<file path="src/rtl/ifetch_unit.sv">
// ----------------------------------------------------------------------------
// ifetch_unit
//
// Instruction-fetch control stage placed directly after the PC register.
// Issues the current PC to instruction memory over a req/ack handshake,
// captures the returned word into the IF/ID register, and tells the PC
// register when to advance (o_pcend = 0 loads npc). Handles decode
// back-pressure and branch/exception flushes, including draining a fetch
// that was already in flight when a flush arrived.
//
// Optional feature macro: IFETCH_ALIGN_CHECK_EN
//   defined   : a misaligned PC (pc[1:0] != 0) is not sent to memory. It is
//               retired immediately as a nop carrying o_if_exc = 1.
//   undefined : pc[1:0] is ignored and o_if_exc is constant 0.
//
// Ports
//   i_clk          clock, rising edge
//   i_reset        synchronous reset, active low
//   i_pc           current PC from the PC register
//   o_pcend        1 = PC register holds, 0 = PC register loads npc
//   o_imem_req     fetch request
//   o_imem_addr    word-aligned fetch address
//   i_imem_ack     fetch data valid (may arrive in the request cycle)
//   i_imem_rdata   fetched word, qualified by i_imem_ack
//   i_id_stall     decode cannot take a new instruction
//   i_flush        redirect; PC register loads the target this cycle
//   o_if_valid     IF/ID holds a valid instruction
//   o_if_instr     IF/ID instruction
//   o_if_pc        address of o_if_instr
//   o_if_pc4       o_if_pc + 4
//   o_if_exc       fetch exception flag
//   o_fetch_cnt    instructions accepted into IF/ID, wraps at 2^32
// ----------------------------------------------------------------------------
module ifetch_unit #(
    parameter int ADDR_W = 32,
    parameter int DATA_W = 32
) (
    input  logic              i_clk,
    input  logic              i_reset,
    input  logic [ADDR_W-1:0] i_pc,
    output logic              o_pcend,
    output logic              o_imem_req,
    output logic [ADDR_W-1:0] o_imem_addr,
    input  logic              i_imem_ack,
    input  logic [DATA_W-1:0] i_imem_rdata,
    input  logic              i_id_stall,
    input  logic              i_flush,
    output logic              o_if_valid,
    output logic [DATA_W-1:0] o_if_instr,
    output logic [ADDR_W-1:0] o_if_pc,
    output logic [ADDR_W-1:0] o_if_pc4,
    output logic              o_if_exc,
    output logic [31:0]       o_fetch_cnt
);

    typedef enum logic [1:0] {
        ST_IDLE,
        ST_WAIT,
        ST_DROP
    } state_t;

    state_t            r_state;
    state_t            w_next;

    logic [ADDR_W-1:0] r_drop_addr;
    logic              r_if_valid;
    logic [DATA_W-1:0] r_if_instr;
    logic [ADDR_W-1:0] r_if_pc;
    logic [ADDR_W-1:0] r_if_pc4;
    logic              r_if_exc;
    logic [31:0]       r_fetch_cnt;

    logic [ADDR_W-1:0] w_pc_aligned;
    logic              w_misaligned;
    logic              w_slot_free;
    logic              w_req;
    logic [ADDR_W-1:0] w_addr;
    logic              w_pcend;
    logic              w_accept;      // normal fetch captured into IF/ID
    logic              w_exc_accept;  // misaligned PC retired as nop + exception
    logic              w_drop_load;   // flush caught a fetch in flight

    assign w_pc_aligned = {i_pc[ADDR_W-1:2], 2'b00};

`ifdef IFETCH_ALIGN_CHECK_EN
    assign w_misaligned = (i_pc[1:0] != 2'b00);
`else
    // Low PC bits are deliberately dropped; keep them visibly consumed.
    logic w_unused_pc_lsb;
    assign w_unused_pc_lsb = ^i_pc[1:0];
    assign w_misaligned    = 1'b0;
`endif

    // A new word may enter IF/ID if it is empty or decode is draining it.
    assign w_slot_free = !r_if_valid || !i_id_stall;

    // ------------------------------------------------------------------------
    // Next-state and handshake outputs
    // ------------------------------------------------------------------------
    always_comb begin
        // NOTE: every signal gets a default before the case so no path can
        // leave one unassigned and infer a latch.
        w_next       = r_state;
        w_req        = 1'b0;
        w_addr       = w_pc_aligned;
        w_pcend      = 1'b1;
        w_accept     = 1'b0;
        w_exc_accept = 1'b0;
        w_drop_load  = 1'b0;

        case (r_state)
            ST_IDLE: begin
                w_pcend = !i_flush;
                w_next  = ST_WAIT;
            end

            ST_WAIT: begin
                if (w_misaligned) begin
                    // Nothing goes to memory, so a flush here leaves nothing
                    // to drain and the state stays WAIT.
                    if (i_flush) begin
                        w_pcend = 1'b0;
                    end else if (w_slot_free) begin
                        w_exc_accept = 1'b1;
                        w_pcend      = 1'b0;
                    end
                end else begin
                    w_req = 1'b1;
                    if (i_flush) begin
                        w_pcend = 1'b0;
                        // Without an ack the request is still outstanding and
                        // its data must be swallowed before fetching the target.
                        if (!i_imem_ack) begin
                            w_drop_load = 1'b1;
                            w_next      = ST_DROP;
                        end
                    end else if (i_imem_ack && w_slot_free) begin
                        w_accept = 1'b1;
                        w_pcend  = 1'b0;
                    end
                end
            end

            ST_DROP: begin
                // Keep presenting the abandoned address until memory answers;
                // the answer closes the old transaction even if another flush
                // is seen in the same cycle.
                w_req   = 1'b1;
                w_addr  = r_drop_addr;
                w_pcend = !i_flush;
                if (i_imem_ack) begin
                    w_next = ST_WAIT;
                end
            end

            default: begin
                w_next = ST_IDLE;
            end
        endcase
    end

    // ------------------------------------------------------------------------
    // State and IF/ID register
    // ------------------------------------------------------------------------
    // NOTE: sequential state uses non-blocking assignments so every register
    // samples pre-edge values regardless of statement order.
    always_ff @(posedge i_clk) begin
        if (!i_reset) begin
            r_state     <= ST_IDLE;
            r_drop_addr <= '0;
            r_if_valid  <= 1'b0;
            r_if_instr  <= '0;
            r_if_pc     <= '0;
            r_if_pc4    <= '0;
            r_if_exc    <= 1'b0;
            r_fetch_cnt <= '0;
        end else begin
            r_state <= w_next;

            if (w_drop_load) begin
                r_drop_addr <= w_addr;
            end

            if (i_flush) begin
                r_if_valid <= 1'b0;
            end else if (w_accept) begin
                r_if_valid  <= 1'b1;
                r_if_instr  <= i_imem_rdata;
                r_if_pc     <= w_addr;
                r_if_pc4    <= w_addr + ADDR_W'(4);
                r_if_exc    <= 1'b0;
                r_fetch_cnt <= r_fetch_cnt + 32'd1;
            end else if (w_exc_accept) begin
                r_if_valid  <= 1'b1;
                r_if_instr  <= '0;
                r_if_pc     <= i_pc;
                r_if_pc4    <= i_pc + ADDR_W'(4);
                r_if_exc    <= 1'b1;
                r_fetch_cnt <= r_fetch_cnt + 32'd1;
            end else if (!i_id_stall) begin
                r_if_valid <= 1'b0;
            end
        end
    end

    assign o_pcend     = w_pcend;
    assign o_imem_req  = w_req;
    assign o_imem_addr = w_addr;
    assign o_if_valid  = r_if_valid;
    assign o_if_instr  = r_if_instr;
    assign o_if_pc     = r_if_pc;
    assign o_if_pc4    = r_if_pc4;
    assign o_if_exc    = r_if_exc;
    assign o_fetch_cnt = r_fetch_cnt;

endmodule

</file>
<file path="config.mk">
export PLATFORM = sky130hd
export DESIGN_NAME = ifetch_unit
export DESIGN_NICKNAME = d
export VERILOG_FILES = /design/src/rtl/ifetch_unit.sv
export SDC_FILE = /design/constraint.sdc
export NUM_CORES = 1
export LEC_CHECK = 0
export ABC_AREA = 1
export ABC_CLOCK_PERIOD_IN_PS = 2300
export CORE_MARGIN = 2
export CORE_UTILIZATION = 47
export CTS_CLUSTER_DIAMETER = 50
export CTS_CLUSTER_SIZE = 24
export DETAILED_ROUTE_END_ITERATION = 8
export PLACE_DENSITY = 0.91
export SYNTH_ARGS = -nofsm -noshare
export SYNTH_HDL_FRONTEND = slang
export SYNTH_SLANG_ARGS = --single-unit
</file>
<file path="constraint.sdc">
create_clock -name i_clk -period 2.3 [get_ports i_clk]
set_input_delay 0.46 -clock i_clk [delete_from_list [all_inputs] [get_ports i_clk]]
set_output_delay 0.46 -clock i_clk [all_outputs]
set_load 0.05 [all_outputs]
</file>
== Word-level counts from Yosys, hierarchy flattened ==
Cells that the tools add are included.

* Input port bits: 69
* Register bits after elaboration: 164
* Word-level logic and storage cells: 51
* Output and inout port bits: 164

* Reductions and logical operators: 11
* Bitwise gates (word level): 2
* Equality and inequality tests: 6
* Add/subtract/negate cells: 2
* Mux-type cells: 22

{| class="wikitable"
|+ Operator list
! operator !! count
|-
| $mux W32 || 5
|-
| $add A32 B1 Y32 const B || 1
|-
| $add A32 B3 Y32 const B || 1
|-
| $mux W1 || 12
|-
| $mux W2 || 3
|-
| $ne A2 B2 Y1 const B || 3
|-
| $pmux W2 S3 || 1
|-
| $reduce_or A2 Y1 || 3
|-
| $logic_not A1 Y1 || 3
|-
| $reduce_and A3 Y1 || 1
|-
| $eq A2 B1 Y1 const B || 1
|-
| $eq A2 B2 Y1 const B || 1
|-
| $logic_not A2 Y1 || 1
|-
| $ne A2 B1 Y1 const B || 1
|-
| $not A1 Y1 || 2
|-
| $pmux W1 S2 || 1
|-
| $reduce_and A2 Y1 || 1
|-
| $logic_and A1 B1 Y1 || 1
|-
| $logic_or A1 B1 Y1 || 1
|}

== Longest topological paths before layout ==
Gate-level depths: netlist of run 1.

* Word-level depth: 7
* Depth in mapped cells: 14
* Gate-level depth less buffers: 13

== Worst setup path after synthesis of run 1 ==
Ideal clock, no wire load.

* Kind: reg-to-reg
* Start: reg r_state[0]
* End: reg r_if_pc4[20] (netlist: o_if_pc4[20])
* Buffers on the path: 1
* Setup slack: -0.206 ns
* Stages on the path, launching flop included: 13
* Setup time: 0.117 ns
* Arrival: 2.388 ns
* Period minus slack after synthesis: 2.506 ns
* Cell sequence: dfxtp_1 > inv_1 > ha_1 > buf_6 > o21ai_2 > ha_1 > nand3_1 > nor2_2 > nand2_2 > nor2_4 > nand3_1 > nand2_1 > nor2_1

* Cells in the longest elaborated chain, start to end: 4
* Elaborated cells on any way between the ends: 7

{| class="wikitable"
|+ Ends and longest elaborated chain
! item !! line !! RTL
|-
| start: declaration || 62 || <nowiki>state_t r_state;</nowiki>
|-
| start signal: assignment || 178 || <nowiki>r_state <= w_next;</nowiki>
|-
| $eq A2 B2 Y1 || 111 || <nowiki>case (r_state)</nowiki>
|-
| $mux W32 || 111 ||
|-
| net o_imem_addr[2] || 43 || <nowiki>output logic [ADDR_W-1:0] o_imem_addr,</nowiki>
|-
| $add A32 B3 Y32 || 190 || <nowiki>r_if_pc4 <= w_addr + ADDR_W'(4);</nowiki>
|-
| $mux W32 || 186 || <nowiki>end else if (w_accept) begin</nowiki>
|-
| end signal: assignment || 190 ||
|-
| end signal: assignment || 197 || <nowiki>r_if_pc4 <= i_pc + ADDR_W'(4);</nowiki>
|-
| end: declaration || 69 || <nowiki>logic [ADDR_W-1:0] r_if_pc4;</nowiki>
|}

The timed path passes the listed nets, and every way through them passes these cells. The select of a mux whose other input is x is not followed.
A chain may end at the register's enable or synchronous reset.

== Worst setup path after layout of run 1 ==
* Start: reg r_state[0]
* End: out o_pcend

* Cells in the longest elaborated chain, start to end: 3
* Elaborated cells on any way between the ends: 5

{| class="wikitable"
|+ Ends and longest elaborated chain
! item !! line !! RTL
|-
| $eq A2 B2 Y1 / $logic_not A2 Y1 (equally long branches) || 111 ||
|-
| $reduce_or A2 Y1 (no source line) || -- ||
|-
| $pmux W1 S2 (*) || 111 ||
|-
| end: declaration || 41 || <nowiki>output logic o_pcend,</nowiki>
|}

Every way passes the cells marked *; elsewhere a longest branch is shown, timed or not.

==> key figures, run 1 <==
Setup path
  – CP Data Required Time: 1.84 ns
  – Setup CP Type: flop to output pin
  – Critical Path AT: 1.86 ns
  – Top delay family on crit path: buffers and inverters
  – R2r setup slk: 0.08 ns
  – Setup crit start kind: flop
  – Slowest CP cell: dfxtp_2
  – Cell Chain, Critical Path: inv_2, ha_4, buf_6, or2_4, a221o_1, buf_6
  – CP Capture Type: output pin
  – Most frequent CP cell: buf_6
  – Largest fanout on the critical path: 5
  – Max incr delay on CP: 0.33 ns
  – Worst path buffer plus inverter count: 3

Power
  – Leakage power: 0.00488 uW
  – Clk pwr share: 0.378
  – Pwr Total: 7890 uW
  – Sequential Power Share: 0.385
  – Switching power: 2410 uW
  – Cell area power density: 671 nW/um^2
  – Comb power frac: 0.237
  – Switch share: 0.306
  – Internal power: 5480 uW
  – VDD IR max: 0.581 mV

Status
  – Outcome: finished with violations
  – Failing checks: negative setup slack

Cells and area
  – Non-Filler Instances: 1,623
  – Final core utilization: 0.737
  – Final nets: 1,471
  – Fraction of layout cells with a size suffix above 1: 0.149
  – Area delta synth->final: 52.9%
  – Number of fill cells: 1,120
  – # diodes: 0

Synth
  – Count leader, synth: nor2_1
  – Asr flop ratio synth: 0
  – Ys flop type: dfxtp_1
  – Post-synth top area share: 0.419
  – EDFF count, synth: 0
  – Top cells by area, synth: dfxtp_1 42%, nor2_1 13%, nand2_1 10%
  – Mapped cell area: 7690 um^2
  – Syn_nets: 1,202
  – Post-synthesis register bit count: 161
  – YS warnings: 0
  – Post-Syn Instances: 1,127
  – Sequential area share after synthesis: 0.419
  – Yosys cell types: 46
  – Commonest cells in the netlist: 262 x nor2_1, 207 x nand2_1, 161 x dfxtp_1, 108 x o21ai_0, 91 x inv_1
  – Cell taking the most area after synthesis: dfxtp_1
  – Syn avg cell area: 6.82 um^2

Clock tree
  – Clock Pin Slew Worst Setup and Hold Paths: 0.06 ns
  – TritonCTS clock tree: built
  – H-Tree Level Count: 4
  – Max clock buf depth: 2
  – CTS Sinks: 161
  – TritonCTS buffer count: 17
  – Clock latency on the worst-skew pair: 0.43 ns
  – CTS root buf: clkbuf_16

Detailed routing
  – Number of DRC markers in iteration 0: 825
  – Routed wire length: 26.8 mm
  – Wire per inst: 16.5 um
  – Vias per std cell: 5.41
  – Vias: 8,777
  – DRC Markers: 0
  – Detail Route Antenna Nets: 0
  – TritonRoute pass-1 iters: 6

Global route
  – Global-route wire length before repair: 41.7 mm
  – Vias in the first global route: 8,552
  – Total gr overflow: 0
  – GRT Util Overall: 0.295
  – Initial antenna violation count: 0
  – Largest net degree at the start of global routing: 112

Die
  – # rows: 46
  – CORE AREA: 15,900 um^2
  – Initial Util: 0.482
  – Die area: 17,400 um^2
  – IO Count: 233
  – Die X: 132 um
  – Die Y: 132 um

Placed design
  – Gp weighted congestion: 0.924
  – Placed cells: 1,578
  – I/O Buffers: 229
  – Hpwl dp: 18.5 mm

Timing
  – Final setup viols: 1
  – RSZ-0062 raised after global routing: yes
  – PnR worst setup slack: -0.0215 ns
  – Final Max Slew Viols: 0
  – Worst Tran Pin Value: 0.598 ns
  – Setup_tns: -0.0215 ns
  – Tmin final: 2.32 ns
  – Final hold vios: 0
  – Post-route clock period utilization: 1.01
  – Hold Slack: 0.435 ns
  – Setup Skew: 0.00774 ns
  – Max Fclk: 0.431 GHz
  – Worst slew margin: 0.600

Worst hold path
  – Worst Hold Class: flop to flop

Flow run
  – Maxcap violations: 0
-- tightest hold or removal path, cell delays in order, from the launching register on --
cell and delay, ns:
dfxtp_1 0.31, nand2_1 0.05, nor2_1 0.03
-- power groups by stage --
stage | clock [uW] | combinational [uW] | sequential (uW)
final | 2980 | 1870 | 3030
after global routing | 3100 | 1970 | 3050
after CTS | 3000 | 1820 | 3030
after detailed placement | 0 | 1770 | 3090
after global placement | 0 | 1740 | 3080
after floorplan | 0 | 660 | 3450
-- metrics by stage --
step | cell area, um^2 | worst slack, ns
after floorplan | 7730 | 0.00326
final | 11800 | -0.0215
after global placement | 10800 | 0.0136
after CTS | 11600 | -0.0465
after detailed placement | 10800 | -0.0272
after global routing | 11800 | -0.0792
-- worst paths after layout --
path              depth (start not counted)        endpoint           start
setup reg to reg                         13    o_if_pc4[18]      r_state[0]
setup / recovery                          6         o_pcend      r_state[0]
hold / removal                            2  r_drop_addr[0]  r_drop_addr[0]
hold reg to reg                           2  r_drop_addr[0]  r_drop_addr[0]
-- sequential cells by signal, indices dropped and copies added, names as in the netlist --
signal,flops
r_drop_addr,32
o_if_pc,32
o_if_pc4,30
o_if_valid,1
o_fetch_cnt,32
r_state,2
o_if_instr,32
-- timing repair --
item,in CTS,in global routing
hold buffers,0,0
resized for setup,16,24
buffers inserted,6,7
pin swaps,5,11
endpoints found under the setup margin,32,38
cloned,1,1
-- kinds of logic after synthesis --
kind of cell	count (synthesis)	synth area share
and+or+nand+nor	592	0.326
AOI/OAI and AO/OA	206	0.149
DFF	161	0.419
buffers and inverters	151	0.0838
xor gates and xnor gates	10	0.0114
adders and majority gates	6	0.00976
other	1	0.000488
-- per-layer routing --
metal | vias to the layer above | wire length (um) | global-route usage
met5 | - | 0 | 0
met4 | 0 | 1230 | 0.159
met3 | 107 | 2550 | 0.0869
met2 | 515 | 13000 | 0.502
met1 | 4006 | 10000 | 0.332
li1 | 4149 | - | -
-- area by class of cell --
class / count / area, um^2 / share of cell area
timing repair buffer: 303 / 3270 / 0.278
multi-input combinational: 816 / 4010 / 0.341
clock inverter: 10 / 161 / 0.0137
clock buffer: 20 / 447 / 0.0380
inverter: 97 / 372 / 0.0316
sequential: 161 / 3230 / 0.274
tap: 216 / 270 / 0.0230
-- layout by cell type (no fill, tap or decap), drive strengths merged --
cell type / count
a211oi: 1
a21boi: 4
a21o: 3
a21oi: 57
a221o: 1
a31oi: 10
and2: 1
and3: 3
buf: 109
bufinv: 4
clkbuf: 20
clkdlybuf4s50: 194
clkinv: 4
clkinvlp: 3
conb: 1
dfxtp: 161
ha: 6
inv: 96
nand2: 228
nand3: 39
nand3b: 2
nand4: 15
nor2: 276
nor3: 24
nor3b: 1
nor4: 2
o211ai: 2
o21a: 3
o21ai: 125
or2: 2
xnor2: 4
xor2: 6
No activity file was read; power rests on OpenSTA's default activity.
==> run 2, diff against run 1 <==
--- a/config.mk
+++ b/config.mk
@@ -13,6 +13,7 @@
 export CTS_CLUSTER_SIZE = 24
 export DETAILED_ROUTE_END_ITERATION = 8
 export PLACE_DENSITY = 0.91
+export REMOVE_ABC_BUFFERS = 1
 export SYNTH_ARGS = -nofsm -noshare
 export SYNTH_HDL_FRONTEND = slang
 export SYNTH_SLANG_ARGS = --single-unit
==> run 2 against run 1 <==
The run still ends with negative setup slack left. Combinational power hardly changed. Core utilization is 1.1 points lower. Clock power is 12% lower. Sequential share of layout area is 0.40 points higher. Sequential cell count stayed put. Routed wire length is 2.0% lower. Via count is 0.11% higher. Maximum frequency hardly changed. Critical path depth stayed put. Cell count is 0.12% higher. Power is 4.9% lower. Worst setup slack hardly changed. Largest cell class unchanged.
==> key figures, run 2 (synthesis gave the netlist of run 1 again) <==
Cells and area
  – Final nets: 1,472 (was 1,471)
  – Final core utilization: 0.727 (was 0.737)
  – Number of fill cells: 1,107 (was 1,120)
  – # diodes: 0 (unchanged)
  – Fraction of layout cells with a size suffix above 1: 0.148 (was 0.149)
  – Most frequent cells in the layout: 261 x nor2_1, 202 x nand2_1, 194 x clkdlybuf4s50_1, 159 x dfxtp_1, 107 x o21ai_0 (was 262 x nor2_1, 200 x nand2_1, 194 x clkdlybuf4s50_1, 159 x dfxtp_1, 107 x o21ai_0)
  – Area delta synth->final: 50.7% (was 52.9%)
  – Most common cell after layout, fill and taps aside: nor2_1 (unchanged)

Placed design
  – Dpl ws: -0.0413 ns (was -0.0272 ns)
  – Hpwl dp: 18.0 mm (was 18.5 mm)
  – I/O Buffers: 229 (unchanged)
  – Gp weighted congestion: 0.905 (was 0.924)

Status
  – Failing checks: negative setup slack (unchanged)
  – Outcome: finished with violations (unchanged)

Clock tree
  – TritonCTS clock tree: built (unchanged)
  – H-Tree Level Count: 4 (unchanged)
  – Clock latency on the worst-skew pair: 0.43 ns (about the same)
  – Clock Pin Slew Worst Setup and Hold Paths: 0.06 ns (about the same)
  – Max clock buf depth: 2 (unchanged)
  – CTS root buf: clkbuf_16 (unchanged)
  – TritonCTS buffer count: 17 (unchanged)
  – Hold-fix buffers, CTS: 0 (unchanged)
  – CTS Sinks: 161 (unchanged)

Setup path
  – Cell Chain, Critical Path: inv_2, ha_4, buf_12, or2_4, a221o_1, buf_6 (was inv_2, ha_4, buf_6, or2_4, a221o_1, buf_6)
  – CP Capture Type: output pin (unchanged)
  – CP Data Required Time: 1.84 ns (about the same)
  – Worst r2r path cells: 14 (was 13)
  – Largest fanout on the critical path: 5 (unchanged)
  – Max incr delay on CP: 0.34 ns (was 0.33 ns)
  – RR Endpoint: o_if_pc4[31] (was o_if_pc4[18])
  – Cell count along the critical path: 6 (unchanged)
  – Worst path buffer plus inverter count: 3 (unchanged)
  – Setup crit start kind: flop (unchanged)
  – Top delay family on crit path: flip-flops (was buffers and inverters)
  – Setup CP Type: flop to output pin (unchanged)
  – Critical Path AT: 1.86 ns (about the same)
  – Slowest CP cell: dfxtp_2 (unchanged)
  – R2r setup slk: 0.09 ns (was 0.08 ns)
  – Worst r2r src: r_state[0] (unchanged)

Worst hold path
  – Hold depth: 2 (unchanged)
  – HP Start: r_drop_addr[1] (was r_drop_addr[0])
  – Worst Hold Class: flop to flop (unchanged)
  – Hold path endpoint: r_drop_addr[1] (was r_drop_addr[0])

Detailed routing
  – Wire per inst: 16.2 um (was 16.5 um)
  – Routed wire length: 26.2 mm (was 26.8 mm)
  – Vias per std cell: 5.41 (about the same)
  – Detail Route Antenna Nets: 0 (unchanged)
  – TritonRoute pass-1 iters: 6 (unchanged)
  – DRC Markers: 0 (unchanged)
  – Vias: 8,787 (was 8,777)
  – Number of DRC markers in iteration 0: 859 (was 825)

Die
  – Initial Util: 0.482 (unchanged)
  – Die Y: 132 um (unchanged)
  – Die area: 17,400 um^2 (unchanged)
  – # rows: 46 (unchanged)
  – IO Count: 233 (unchanged)
  – Die X: 132 um (unchanged)
  – CORE AREA: 15,900 um^2 (unchanged)

Timing
  – Max Fclk: 0.431 GHz (about the same)
  – RSZ-0062 raised after global routing: yes (unchanged)
  – Tmin final: 2.32 ns (about the same)
  – Final setup viols: 1 (unchanged)
  – Final Max Slew Viols: 0 (unchanged)
  – Final hold vios: 0 (unchanged)
  – Post-route clock period utilization: 1.01 (about the same)
  – Setup Skew: 0.00827 ns (was 0.00774 ns)
  – Worst slew margin: 0.601 (was 0.600)
  – PnR worst setup slack: -0.0211 ns (was -0.0215 ns)
  – Worst Tran Pin Value: 0.596 ns (was 0.598 ns)

Global route
  – GRT Util Overall: 0.293 (was 0.295)
  – Global-route wire length before repair: 41.7 mm (unchanged)
  – Total gr overflow: 0 (unchanged)
  – Vias in the first global route: 8,620 (was 8,552)
  – Largest net degree at the start of global routing: 112 (unchanged)
  – Initial antenna violation count: 1 (was 0)

Power
  – VDD IR max: 0.512 mV (was 0.581 mV)
  – Pwr Total: 7500 uW (was 7890 uW)
  – Leakage power: 0.00482 uW (was 0.00488 uW)
  – Cell area power density: 647 nW/um^2 (was 671 nW/um^2)

Flow run
  – Maxcap violations: 0 (unchanged)
[run 2: cell types whose count changed in the layout (fill, tap and decap cells not counted), moves of 4 or more]
cell	delta
buf_4	+4
o21ai_4	-8
bufinv_16	-4
clkbuf_8	+4
o21ai_2	+6
nand2_4	-5
[run 2: worst reg2reg max path: stages, from the launching register on]
cell and delay (ns):
dfxtp_2 0.33, inv_2 0.08, ha_4 0.21, buf_6 0.21, nand2_1 0.09, o21ai_2 0.07
buf_4 0.18, nand2_1 0.10, nor2_4 0.19, nand2_2 0.14, nor2_8 0.21, nand3_1 0.12
nand2_1 0.08, inv_1 0.03, nor2_1 0.10
[run 2: metrics by stage]
stage	instance area [um^2]	std cells	TNS [ns]	hold WS (ns)
final	11600	1625	-0.0211	0.434
after global routing	11600	1625	-0.376	0.464
after CTS	11500	1623	-0.0877	0.435
after detailed placement	10900	1588	-0.258	0.426
after global placement	10900	1588	-0.00786	0.422
after floorplan	7410	1073	-367.18	0.415
[run 2: per-layer routing]
layer  track usage  up-vias  part of all wire
met5             0        -                 0
met4         0.172        0             0.050
met3        0.0777       95             0.091
met2         0.498      472              0.48
met1         0.330     4064              0.38
li1              -     4156                 -
[run 2: area by class of cell]
cell class / count / area [um^2] / area share
Clock buffer: 26 / 509 / 0.0439
Clock inverter: 5 / 27.5 / 0.00238
Inverter: 97 / 367 / 0.0316
Multi-Input combinational cell: 815 / 3910 / 0.338
Sequential cell: 161 / 3230 / 0.278
Tap cell: 216 / 270 / 0.0233
Timing Repair Buffer: 305 / 3280 / 0.283
[run 2: repair_timing]
action | in CTS | in global routing
pin swaps | 2 | 4
buffers inserted | 4 | 2
endpoints found under the setup margin | 42 | 36
resized for setup | 12 | 17
gates cloned | 1 | 0
[run 2: worst max path at each step]
stage	to	start	slack, ns
floorplan	o_fetch_cnt[31]	o_if_valid	-3.34
global placement	o_if_pc4[5]	i_flush	-0.007
detailed placement	o_if_pc4[28]	r_state[0]	-0.04
CTS	o_pcend	r_state[1]	-0.07
global route	o_pcend	r_state[0]	-0.07
finish	o_pcend	r_state[0]	-0.02
[run 2: report_power, final]
part	switching, uW	total [uW]	internal [uW]
combinational	1160	1860	700
clock	1110	2620	1510
sequential	83.4	3020	2940
total	2350	7500	5150
==> run 3, diff against run 2 <==
--- a/config.mk
+++ b/config.mk
@@ -7,7 +7,6 @@
 export LEC_CHECK = 0
 export ABC_AREA = 1
 export ABC_CLOCK_PERIOD_IN_PS = 2300
-export CORE_MARGIN = 2
 export CORE_UTILIZATION = 47
 export CTS_CLUSTER_DIAMETER = 50
 export CTS_CLUSTER_SIZE = 24
==> run 3 against run 2 <==
The run still ends with negative setup slack left. Die area decreased by 3.0%. Maximum frequency decreased by 0.95%. Sequential cell count unchanged. Register-to-register slack got worse by 0.04 ns. Routed wire length decreased by 2.8%. Via count decreased by 0.86%. Largest power group unchanged.
==> key figures, run 3 (synthesis gave the netlist of run 1 again) <==
Global route
  – Global-route wire length before repair: 39.7 mm (was 41.7 mm)
  – Largest net degree at the start of global routing: 112 (unchanged)
  – GRT Util Overall: 0.301 (was 0.293)
  – Vias in the first global route: 8,297 (was 8,620)
  – Total gr overflow: 0 (unchanged)
  – Initial antenna violation count: 0 (was 1)

Timing
  – Final hold vios: 0 (unchanged)
  – Post-route clock period utilization: 1.02 (was 1.01)
  – Worst slew margin: 0.613 (was 0.601)
  – Final Max Slew Viols: 0 (unchanged)
  – Max Fclk: 0.427 GHz (was 0.431 GHz)
  – Tmin final: 2.34 ns (was 2.32 ns)
  – Setup_tns: -0.111 ns (was -0.0211 ns)
  – PnR worst setup slack: -0.0435 ns (was -0.0211 ns)
  – Final setup viols: 5 (was 1)
  – Worst Tran Pin Value: 0.579 ns (was 0.596 ns)
  – RSZ-0062 raised after global routing: yes (unchanged)
  – Setup Skew: 0.00967 ns (was 0.00827 ns)

Die
  – IO Count: 233 (unchanged)
  – Die X: 130 um (was 132 um)
  – Die Y: 130 um (was 132 um)
  – # rows: 46 (unchanged)
  – Die area: 16,900 um^2 (was 17,400 um^2)
  – CORE AREA: 15,900 um^2 (unchanged)
  – Initial Util: 0.482 (unchanged)

Setup path
  – Cell Chain, Critical Path: inv_2, ha_4, buf_12, or2_4, a221o_1, buf_6 (unchanged)
  – R2r setup slk: 0.05 ns (was 0.09 ns)
  – Slowest CP cell: dfxtp_2 (unchanged)
  – Worst r2r path cells: 14 (unchanged)
  – Largest fanout on the critical path: 5 (unchanged)
  – Top delay family on crit path: buffers and inverters (was flip-flops)
  – Cell count along the critical path: 6 (unchanged)
  – Crit path capture: o_pcend (unchanged)
  – RR Endpoint: o_if_pc4[27] (was o_if_pc4[31])
  – Critical Path AT: 1.88 ns (was 1.86 ns)
  – Worst r2r src: r_state[0] (unchanged)
  – Max incr delay on CP: 0.35 ns (was 0.34 ns)
  – Setup crit start kind: flop (unchanged)
  – CP Capture Type: output pin (unchanged)
  – Worst path buffer plus inverter count: 3 (unchanged)
  – Setup CP Type: flop to output pin (unchanged)
  – CP Data Required Time: 1.84 ns (about the same)
  – CP Launch Point: r_state[0] (unchanged)

Cells and area
  – Area delta synth->final: 51.7% (was 50.7%)
  – Final nets: 1,463 (was 1,472)
  – Most frequent cells in the layout: 261 x nor2_1, 200 x nand2_1, 194 x clkdlybuf4s50_1, 159 x dfxtp_1, 107 x o21ai_0 (was 261 x nor2_1, 202 x nand2_1, 194 x clkdlybuf4s50_1, 159 x dfxtp_1, 107 x o21ai_0)
  – Final core utilization: 0.732 (was 0.727)
  – Finished Cell Area: 11,700 um^2 (was 11,600 um^2)
  – Number of fill cells: 1,136 (was 1,107)
  – Fraction of layout cells with a size suffix above 1: 0.146 (was 0.148)
  – Most common cell after layout, fill and taps aside: nor2_1 (unchanged)
  – Register area: 3230 um^2 (unchanged)
  – # diodes: 0 (unchanged)
  – Multi-input gate area: 3940 um^2 (was 3910 um^2)

Clock tree
  – TritonCTS buffer count: 17 (unchanged)
  – Hold-fix buffers, CTS: 0 (unchanged)
  – CTS root buf: clkbuf_16 (unchanged)
  – CTS Sinks: 161 (unchanged)
  – TritonCTS clock tree: built (unchanged)
  – H-Tree Level Count: 4 (unchanged)
  – Clock latency on the worst-skew pair: 0.42 ns (was 0.43 ns)
  – Max clock buf depth: 2 (unchanged)
  – Clock Pin Slew Worst Setup and Hold Paths: 0.06 ns (about the same)

Power
  – Cell area power density: 663 nW/um^2 (was 647 nW/um^2)
  – Leakage power: 0.00484 uW (was 0.00482 uW)
  – VDD IR max: 0.487 mV (was 0.512 mV)

Status
  – Outcome: finished with violations (unchanged)
  – Failing checks: negative setup slack (unchanged)

Detailed routing
  – Vias per std cell: 5.39 (was 5.41)
  – Detail Route Antenna Nets: 0 (unchanged)
  – Routed wire length: 25.5 mm (was 26.2 mm)
  – Number of DRC markers in iteration 0: 778 (was 859)
  – TritonRoute pass-1 iters: 5 (was 6)
  – DRC Markers: 0 (unchanged)
  – Wire per inst: 15.8 um (was 16.2 um)
  – Vias: 8,711 (was 8,787)

Placed design
  – Gp weighted congestion: 0.908 (was 0.905)
  – Hpwl dp: 17.2 mm (was 18.0 mm)
  – I/O Buffers: 229 (unchanged)
  – Placed Instance Area: 10,800 um^2 (was 10,900 um^2)

Worst hold path
  – Worst Hold Class: flop to flop (unchanged)

Flow run
  – Maxcap violations: 0 (unchanged)
==> run 3: cell types whose count changed in the layout (fill, tap and decap cells not counted), moves of 2 or more <==
cell,delta
clkinvlp_4,+2
buf_4,-13
buf_12,+6
nor2_4,+2
clkinv_2,-2
nand2_1,-2
buf_6,-2
nand2_4,+2
inv_6,+2
bufinv_16,+2
==> run 3: report_power, final <==
part | switching [uW] | internal [uW] | total, uW
clock | 1150 | 1720 | 2860
sequential | 85.1 | 2940 | 3030
combinational | 1150 | 700 | 1850
total | 2380 | 5360 | 7740
==> run 3: final cells by class <==
cell class | count | area share
Sequential cell | 161 | 0.276
Clock buffer | 24 | 0.0421
Clock inverter | 8 | 0.00869
Multi-Input combinational cell | 816 | 0.338
Timing Repair Buffer | 295 | 0.280
Tap cell | 216 | 0.0232
Inverter | 97 | 0.0319
==> run 3: worst min-delay path by stage <==
stage | cells past startpoint | start | slack (ns) | end
2_1_floorplan | 2 | r_drop_addr[0] | 0.42 | r_drop_addr[0]
3_3_place_gp | 2 | r_drop_addr[0] | 0.42 | r_drop_addr[0]
3_5_place_dp | 2 | r_drop_addr[0] | 0.43 | r_drop_addr[0]
4_1_cts | 2 | r_drop_addr[0] | 0.44 | r_drop_addr[0]
5_1_grt | 2 | r_drop_addr[0] | 0.45 | r_drop_addr[0]
6_report | 2 | r_drop_addr[0] | 0.44 | r_drop_addr[0]
==> run 3: per-stage QoR <==
stage / worst slack, ns / total power, uW / hold WS, ns / instances
after global routing: -0.0856 / 7990 / 0.449 / 1617
after detailed placement: -0.0999 / 4840 / 0.431 / 1572
after CTS: -0.0460 / 7720 / 0.439 / 1612
final: -0.0435 / 7740 / 0.438 / 1617
after global placement: 0.0402 / 4800 / 0.421 / 1572
after floorplan: -3.34 / 4060 / 0.415 / 1073
==> run 3: tightest hold or removal path: cells and delay by family (launching register included) <==
kind             cells  cell delay [ns]
flip-flops           1             0.31
AND/OR/NAND/NOR      2             0.09
==> run 3: per-layer routing <==
metal,track usage,part of all wire,vias up
met5,0,0,-
met4,0.171,0.039,0
met3,0.0812,0.092,85
met2,0.519,0.49,500
met1,0.336,0.38,3988
li1,-,-,4138
==> run 3: repair_timing <==
item / in CTS / in global routing
pin swaps: 7 / 6
cloned: 1 / 1
setup buffers: 9 / 4
endpoints found under the setup margin: 40 / 31
gates resized for setup: 22 / 14
